`config.mk`:
```
export PLATFORM = sky130hd
export DESIGN_NAME = seq_left_shift
export DESIGN_NICKNAME = d
export VERILOG_FILES = /design/src/rtl/seq_left_shift.sv
export SDC_FILE = /design/constraint.sdc
export NUM_CORES = 1
export LEC_CHECK = 0
export CAP_MARGIN = 20
export CORE_UTILIZATION = 30
export DETAILED_ROUTE_END_ITERATION = 8
export GPL_TIMING_DRIVEN = 0
export MAX_ROUTING_LAYER = met4
export PLACE_DENSITY = 0.63
export SLEW_MARGIN = 10
export SYNTH_ARGS = -nofsm -noshare
export SYNTH_HDL_FRONTEND = slang
export SYNTH_SLANG_ARGS = --single-unit
```
`constraint.sdc`:
```
create_clock -name clk -period 2.7 [get_ports clk]
set_clock_uncertainty 0.05 [all_clocks]
set_input_delay 0.54 -clock clk [delete_from_list [all_inputs] [get_ports clk]]
set_output_delay 0.54 -clock clk [all_outputs]
set_load 0.02 [all_outputs]
```
`src/rtl/seq_left_shift.sv`:
```
// Multi-cycle 8-bit left shifter with a valid/ready handshake on both sides.
// Define LSHIFT_ROTATE_EN to rotate bit 7 into bit 0 instead of zero-filling.
module seq_left_shift (
  input  logic       clk,
  input  logic       rst_n,
  input  logic       in_valid,
  output logic       in_ready,
  input  logic [7:0] data,
  input  logic [2:0] shift,
  output logic [7:0] shout,
  output logic       out_valid,
  input  logic       out_ready,
  output logic       busy
);

  typedef enum logic [1:0] {
    IDLE  = 2'd0,
    SHIFT = 2'd1,
    DONE  = 2'd2
  } state_t;

  state_t     r_state;
  state_t     w_next;
  logic [7:0] r_work;
  logic [7:0] w_step;
  logic [2:0] r_cnt;
  logic       w_accept;

  assign in_ready  = (r_state == IDLE);
  assign busy      = (r_state == SHIFT);
  assign out_valid = (r_state == DONE);
  assign shout     = r_work;
  assign w_accept  = in_valid && in_ready;

`ifdef LSHIFT_ROTATE_EN
  assign w_step = {r_work[6:0], r_work[7]};
`else
  assign w_step = {r_work[6:0], 1'b0};
`endif

  always_ff @(posedge clk or negedge rst_n) begin
    if (!rst_n) begin
      r_state <= IDLE;
    end else begin
      r_state <= w_next;
    end
  end

  always_comb begin
    w_next = IDLE;
    case (r_state)
      IDLE: begin
        if (w_accept) begin
          w_next = (shift != 3'd0) ? SHIFT : DONE;
        end
      end
      SHIFT: begin
        w_next = (r_cnt == 3'd1) ? DONE : SHIFT;
      end
      DONE: begin
        w_next = out_ready ? IDLE : DONE;
      end
      default: w_next = IDLE;
    endcase
  end

  // The working register keeps its value after DONE so shout stays stable.
  always_ff @(posedge clk or negedge rst_n) begin
    if (!rst_n) begin
      r_work <= 8'h00;
      r_cnt  <= 3'd0;
    end else if (w_accept) begin
      r_work <= data;
      r_cnt  <= shift;
    end else if (busy) begin
      r_work <= w_step;
      r_cnt  <= r_cnt - 3'd1;
    end
  end

endmodule

```
=== Word-level counts from Yosys, hierarchy flattened ===
Cells that the tools add are included.

* Equal/unequal tests: 3
* Multiplexer cells: 9
* Reduce and logical (&&, ||, !) cells: 4
* Add/sub/neg operators: 1

{| class="wikitable"
|+ Operators by type and width
! operator !! count
|-
| 8-bit two-way mux || 2
|-
| 2-bit two-way mux || 4
|-
| 3-bit two-way mux || 2
|-
| 2-bit case mux with 3 select lines || 1
|-
| 3-bit by 1-bit equality test with 1-bit output, second input constant || 1
|-
| 3-bit nonzero test || 1
|-
| 3-bit by 1-bit subtractor with 3-bit output, second input constant || 1
|-
| 2-bit by 1-bit equality test with 1-bit output, second input constant || 1
|-
| 2-bit equality test, second input constant || 1
|-
| 2-bit logical NOT || 1
|-
| 2-bit nonzero test || 1
|-
| 1-bit logical AND || 1
|}

* Input bits: 15
* Logic and storage cells: 20
* Register bits: 13
* Output and inout port bits: 11

=== Depth between registers and ports, before layout ===
* Depth in word-level cells: 4
* Depth in mapped cells: 5
* Gate-level depth less buffers: 5

=== Worst setup path after synthesis ===
OpenSTA, ideal clock, no wires.

* Kind: reg-to-output
* Start point: register r_state[0]
* End point: output port busy
* Stages on the path, launching flop included: 4
* Data required time: 2110 ps
* Path buffers: 2
* Arrival: 1011 ps
* Slack: 1099 ps
* Cell sequence: dfrtp_1 > buf_4 > buf_6 > nor2b_1

* Cells in the longest elaborated chain, start to end: 1

{| class="wikitable"
|+ Ends and longest elaborated chain
! item !! RTL line !! text
|-
| start, declared || 22 || <nowiki>state_t r_state;</nowiki>
|-
| start signal, assigned || 45 || <nowiki>r_state <= w_next;</nowiki>
|-
| 2-bit by 1-bit equality test with 1-bit output || 30 || <nowiki>assign busy = (r_state == SHIFT);</nowiki>
|-
| end, declared || 13 || <nowiki>output logic busy</nowiki>
|}

Every way passes these cells.

=== Final worst setup path ===
Same ends and word-level chain as after synthesis.

==> metrics.txt <==
# TYPE chip_impl_metric gauge
chip_impl_metric{name="hpwlAfterDp",unit="mm"} 1.23
chip_impl_metric{name="antenna_cells",unit=""} 0
chip_impl_metric{name="required",unit="ns"} 2.11
chip_impl_metric{name="pwr_dens",unit="nW/um^2"} 1090
chip_impl_metric{name="post_synthesis_sequential_element_count",unit=""} 13
chip_impl_metric{name="grt_remaining_overflow",unit=""} 0
chip_impl_metric{name="worst-endpoint-arrival",unit="ns"} 1.80
chip_impl_info{name="cts_tree",value="built"} 1
chip_impl_metric{name="post-synth-top-area-fraction",unit="%"} 46.6
chip_impl_metric{name="tritoncts.num_buffers",unit=""} 3
chip_impl_metric{name="seq_area_frac_synth",unit="%"} 46.6
chip_impl_metric{name="die_width",unit="um"} 50.2
chip_impl_metric{name="cap_viol_max_count",unit=""} 0
chip_impl_metric{name="cts_setup_buffers",unit=""} 0
chip_impl_metric{name="routed_via_density",unit=""} 5.06
chip_impl_metric{name="final.min_clock_period",unit="ns"} 2.39
chip_impl_metric{name="postRouteAntennaNets",unit=""} 0
chip_impl_metric{name="globalplace.congestion",unit=""} 0.727
chip_impl_metric{name="grt_max_degree",unit=""} 14
chip_impl_metric{name="fin_crit_sh",unit="%"} 88.6
chip_impl_metric{name="dr_wl_cell",unit="um"} 13.2
chip_impl_metric{name="synth_area_per_cell",unit="um^2"} 9.07
chip_impl_metric{name="num-fill-cells",unit=""} 224
chip_impl_metric{name="fin_nets",unit=""} 124
chip_impl_metric{name="drt_wl_total",unit="mm"} 1.77
chip_impl_metric{name="first_iter_violations",unit=""} 12
chip_impl_info{name="yosys_most_used_dff",value="dfrtp_1"} 1
chip_impl_metric{name="grt_pass1_wl",unit="mm"} 3.15
chip_impl_metric{name="die_height",unit="um"} 50.2
chip_impl_info{name="launching_element_type_of_the_critical_path",value="register"} 1
chip_impl_metric{name="instance_count_of_the_mapped_netlist",unit=""} 77
chip_impl_metric{name="yosys_warnings",unit=""} 0
chip_impl_metric{name="max_freq",unit="MHz"} 418
chip_impl_metric{name="cts.sinks",unit=""} 13
chip_impl_info{name="synth_top_area_cell",value="dfrtp_1"} 1
chip_impl_metric{name="leakage_power",unit="nW"} 0.434
chip_impl_metric{name="tns",unit="ns"} 0
chip_impl_metric{name="final.hold.worst_slack",unit="ns"} 0.435
chip_impl_metric{name="clk-insertion-delay-late",unit="ns"} 0.27
chip_impl_metric{name="first_global_vias",unit=""} 711
chip_impl_info{name="clock-root-buffer",value="clkbuf_4"} 1
chip_impl_info{name="criticalPathCategory",value="register to output pin"} 1
chip_impl_metric{name="timing.final.max_slew_violations",unit=""} 0
chip_impl_metric{name="synth_enable_flop_cells",unit=""} 0
chip_impl_metric{name="timing.final.hold_violations",unit=""} 0
chip_impl_metric{name="boundaryPins",unit=""} 26
chip_impl_metric{name="first_pass_iters",unit=""} 4
chip_impl_metric{name="synth_nets",unit=""} 94
chip_impl_metric{name="floorplan.initialDensity",unit="%"} 31.6
chip_impl_info{name="rsz0062_at_grt",value="no"} 1
chip_impl_metric{name="areaGrowthSynthToFinish",unit="%"} 44.6
chip_impl_metric{name="post_route_cells_drive_above_1_share",unit="%"} 8.49
chip_impl_metric{name="clkTransAtPathRegs",unit="ns"} 0.08
chip_impl_metric{name="dp_worst_setup_slack",unit="ns"} 0.588
chip_impl_metric{name="grt_usage",unit="%"} 17.0
chip_impl_metric{name="cts-resized-gates",unit=""} 0
chip_impl_metric{name="die_area",unit="um^2"} 2520
chip_impl_info{name="crit_path_end_kind",value="output pin"} 1
chip_impl_metric{name="ctsHoldBuffers",unit=""} 0
chip_impl_metric{name="postLayoutSetupSlackWorst",unit="ns"} 0.308
chip_impl_metric{name="std_cell_rows",unit=""} 17
chip_impl_metric{name="vias",unit=""} 678
chip_impl_metric{name="vdd.ir_drop.worst",unit="uV"} 423
chip_impl_metric{name="grt_antenna_before_repair",unit=""} 0
chip_impl_info{name="hold_class",value="register to register"} 1
chip_impl_info{name="netlist_top_cells_area",value="dfrtp_1 47%, a22oi_1 7.5%, nand2_1 5.9%"} 1
chip_impl_info{name="commonest_non_fill_non_tap_cell_in_the_layout",value="clkdlybuf4s50_1"} 1
chip_impl_metric{name="tightest_slew",unit="ns"} 0.621
chip_impl_metric{name="postSynth.asyncResetShare",unit="%"} 100
chip_impl_info{name="most-common-layout-cells",value="25 x clkdlybuf4s50_1, 13 x dfrtp_1, 11 x nand2_1"} 1
chip_impl_metric{name="placeable_area",unit="um^2"} 2210
chip_impl_metric{name="synthDistinctLibCells",unit=""} 22
chip_impl_metric{name="cts.path.max_buffers",unit=""} 2
chip_impl_metric{name="synth_area",unit="um^2"} 698
chip_impl_metric{name="htreeDepth",unit=""} 1
chip_impl_metric{name="total_power",unit="W"} 0.00110
chip_impl_metric{name="critPathMaxFanout",unit=""} 10
chip_impl_metric{name="placement.io_buffers",unit=""} 25
chip_impl_metric{name="drcViolationCount",unit=""} 0
chip_impl_metric{name="max_slew_margin",unit="%"} 58.5
chip_impl_metric{name="setup_viol_count_final",unit=""} 0
chip_impl_info{name="run_status",value="complete, no violations"} 1
## metrics by stage
stage / std cells / util, % / instance area, um^2
finish: 134 / 45.6 / 1010
global route: 134 / 45.6 / 1010
CTS: 134 / 45.6 / 1010
detailed placement: 130 / 44.5 / 983
global placement: 130 / 44.5 / 983
floorplan: 77 / - / 698
## path summary, 6_finish.rpt
kind | startpoint | endpoint | slack [ns] | cells after the start
setup reg to reg | r_state[0] | r_cnt[2] | 1.45 | 3
max in group asynchronous | rst_n | shout[1] | 1.60 | 1
hold / removal | shout[7] | shout[7] | 0.44 | 2
hold reg to reg | shout[7] | shout[7] | 0.44 | 2
min in group asynchronous | rst_n | shout[7] | 0.60 | 1
setup / recovery | r_state[0] | busy | 0.31 | 4
## layout make-up
class / instances / area, um^2 / area share (%)
sequential: 13 / 325 / 32.2
multi-input combinational: 52 / 310 / 30.7
timing repair buffer: 25 / 250 / 24.8
buffer: 5 / 36.3 / 3.59
tap: 28 / 35.0 / 3.47
clock buffer: 4 / 26.3 / 2.60
inverter: 7 / 26.3 / 2.60
## registers in the layout, summed over array words and instances (netlist names)
name / count
r_state: 2
shout: 8
r_cnt: 3
## cells by family after synthesis
group,count (synthesis),synth area share (%)
compound gates,30,27.6
simple gates,20,13.3
flops,13,46.6
buf+inv,12,8.96
fa+ha+maj,2,3.58
## cells in the mapped netlist (2+ instances only)
| cell type | count |
|---|---|
| a22oi_1 | 7 |
| nor2_1 | 2 |
| dfrtp_1 | 13 |
| buf_4 | 2 |
| inv_1 | 7 |
| o21ai_1 | 8 |
| nand2_1 | 11 |
| ha_1 | 2 |
| o31a_1 | 2 |
| a21oi_1 | 6 |
| nor2b_1 | 3 |
| o21ai_0 | 3 |
| buf_2 | 2 |
## layer usage
metal / global-route usage (%) / share of wire (%) / vias up
li1: - / - / 326
met1: 20.1 / 50 / 333
met2: 28.9 / 47 / 17
met3: 1.82 / 2.4 / 2
met4: 7.14 / 0.57 / 0
met5: - / 0 / -
## worst max-delay path, cell delays in order, from the launching register on
cell and delay (ns):
dfrtp_1 0.43, buf_4 0.21, buf_6 0.16, nor2b_1 0.13, clkdlybuf4s50_1 0.60
## where the power goes
group	leakage [nW]	total, W	internal, W	switching (W)
sequential	0.160	0.000343	0.000281	0.0000613
clock	0.0150	0.000121	0.0000571	0.0000639
combinational	0.259	0.000632	0.000299	0.000333
total	0.434	0.00110	0.000637	0.000458
Power figures use the tool's default switching activity.
==> edit: new RTL, same flow settings <==
The option `LSHIFT_ROTATE_EN` is turned on by a define.
--- a/src/rtl/seq_left_shift.sv
+++ b/src/rtl/seq_left_shift.sv
@@ -1,5 +1,7 @@
 // Multi-cycle 8-bit left shifter with a valid/ready handshake on both sides.
 // Define LSHIFT_ROTATE_EN to rotate bit 7 into bit 0 instead of zero-filling.
+`define LSHIFT_ROTATE_EN
+
 module seq_left_shift (
   input  logic       clk,
   input  logic       rst_n,
Check against the original RTL: not equivalent (Yosys sat finds a counterexample within 4 cycles, from zero or initial values and one cycle with rst_n low).
==> edit against the unedited design <==
- synthesized area grew 0.72%
- design area rose by 0.50%
- setup slack better by 33 ps
- power increased by 4.4%
- critical endpoint is now in_ready
- largest cell class unchanged
- sequential cell count stayed put
- wire length down 0.28%
- maximum frequency up 1.4%
==> edit: results (changes against the unedited design) <==
** Outcome
- The flow ran to the end, and the final reports show no timing, DRC or antenna violations.

** Critical path
- Critical Path AT :: 1770 ps (-30 ps)
- The largest fanout on the critical path came to 10 (unchanged).
- The worst reg2reg path depth is 3 (unchanged).

** Min path
- The min-delay analysis places its worst path in the category flip-flop to flip-flop.

** Synth
- Top cell types by occurrence after synthesis :: sky130_fd_sc_hd__dfrtp_1 (13), sky130_fd_sc_hd__nand2_1 (10), sky130_fd_sc_hd__o21ai_1 (10)
- Yosys warns :: 0 (unchanged)
- Sorting the synthesized cells by area gives the leading types as sky130_fd_sc_hd__dfrtp_1 (46%), sky130_fd_sc_hd__a22oi_1 (8.5%), sky130_fd_sc_hd__o21ai_1 (7.1%).
- Net count of the mapped netlist :: 92 (-2.1%)
- The part of the Yosys area used for sequential elements is 46.3% (-0.33 points).
- The mean instance size in the synthesized netlist is 9.38 sq um (+3.4%).
- Distinct cell type count of the synthesized netlist :: 25 (+14%)

** GRT
- Met2 Track Usage GR :: 24.4% (-4.4 points)
- The pin count of the biggest net entering global routing was 14 (unchanged).
- Number of antenna violations at the first check in global routing :: 0 (unchanged)
- GR Layer Usage met3 :: 2.12% (+0.30 points)
- The first-pass GRT wire length is 2910 microns (-7.7%).
- The met1 usage in global routing came to 20.9% (+0.79 points).
- Number of global-route vias before repair :: 646 (-9.1%)
- Global Route Usage Sum :: 15.7% (-1.2 points)

** Route
- The via count normalized by instance count was 4.92 (-2.8%).
- Count of routing violations after the opening detailed-route iteration :: 8 (-4)
- The detailed-routing iteration count for the pre-antenna-repair pass is 4 (unchanged).
- Met2 layer wire length in the routed design :: 857 microns (+2.5%)
- Wire length on met3 :: 77 microns (+83%)
- Detailed-routing wirelength on met1 :: 826 microns (-5.7%)
- The average wire per standard cell is 13.3 microns (+1.2%).
- Top sig layer :: met3
- Total length of routed wires :: 1760 microns (-0.28%)

** Final layout
- The antenna diode count was 0 (unchanged).
- Fill cell count :: 228 (+1.8%)
- Fraction of layout cells with a size suffix above 1 :: 10.6% (+2.1 points)
- Layout Nets :: 122 (-1.6%)

** Place
- Detailed Place HPWL :: 1280 microns (+4.0%)
- Number of input and output port buffers inserted :: 25 (unchanged)
- Placed cells :: 128 (-1.5%)
- Placer's final routability congestion estimate :: 0.779 (+7.2%)

** Clock tree
- Clock buffer count from CTS :: 3 (unchanged)
- H-tree depth :: 1 (unchanged)
- Post-CTS Repair Setup Buffers :: 0 (unchanged)
- The tree is rooted in a sky130_fd_sc_hd__clkbuf_4.
- The clock transition time at the flip-flop clock pins of the worst setup and hold paths was 80 ps (about the same).
- Number of gates resized after CTS :: 0 (unchanged)

** Power
- The leakage component of the power is 0.423 nW (-2.7%).
- The worst ir drop on vdd is 554 uV (+31%).

** STA
- Slew at the pin closest to its max-slew limit :: 564 ps (-57.1 ps)
## edit: final cells by class
| cell class | instances | area [sq um] | area share [%] |
|---|---|---|---|
| timing repair buffer | 25 | 250 | 24.7 |
| multi-input combinational | 51 | 317 | 31.2 |
| clock buffer | 4 | 26.3 | 2.59 |
| buffer | 5 | 38.8 | 3.82 |
| sequential | 13 | 325 | 32.1 |
| inverter | 6 | 22.5 | 2.22 |
| tap | 28 | 35.0 | 3.45 |
## edit: path summary, 6_finish.rpt
path,startpoint,endpoint,slack (ps)
worst max-delay path,r_state[1],in_ready,340
worst min-delay path,shout[7],shout[7],470
worst max register to register,r_state[0],r_cnt[2],1440
worst min register to register,shout[7],shout[7],470
max in group asynchronous,rst_n,r_cnt[0],1650
min in group asynchronous,rst_n,shout[7],580
## edit: where the power goes
part	switching, mW	internal, mW
logic	0.351	0.315
registers	0.0744	0.286
clock network	0.0607	0.0571
total	0.486	0.658
## edit: per-stage QoR
stage | cell area [sq um] | power, mW | setup WS [ps]
final | 1010 | 1.14 | 341
after global routing | 1010 | 1.24 | 228
after floorplan | 703 | 0.766 | 1130
after global placement | 988 | 1.01 | 639
after detailed placement | 988 | 1.03 | 644
after CTS | 1010 | 1.15 | 324
## edit: worst max-delay path, cell delays in order, from the launching register on
cell and delay (ps):
sky130_fd_sc_hd__dfrtp_1 380, sky130_fd_sc_hd__buf_6 140, sky130_fd_sc_hd__clkbuf_1 220, sky130_fd_sc_hd__nor2_1 160
sky130_fd_sc_hd__clkdlybuf4s50_1 610
## edit: kinds of logic (layout without fill, tap and decap cells)
logic type | after synthesis | after routing | synth area share [%]
and+or+nand+nor | 19 | 19 | 14.1
buffers and inverters | 11 | 40 | 8.72
DFF | 13 | 13 | 46.3
adders and majority gates | 2 | 2 | 3.56
AOI/OAI and AO/OA | 30 | 30 | 27.4
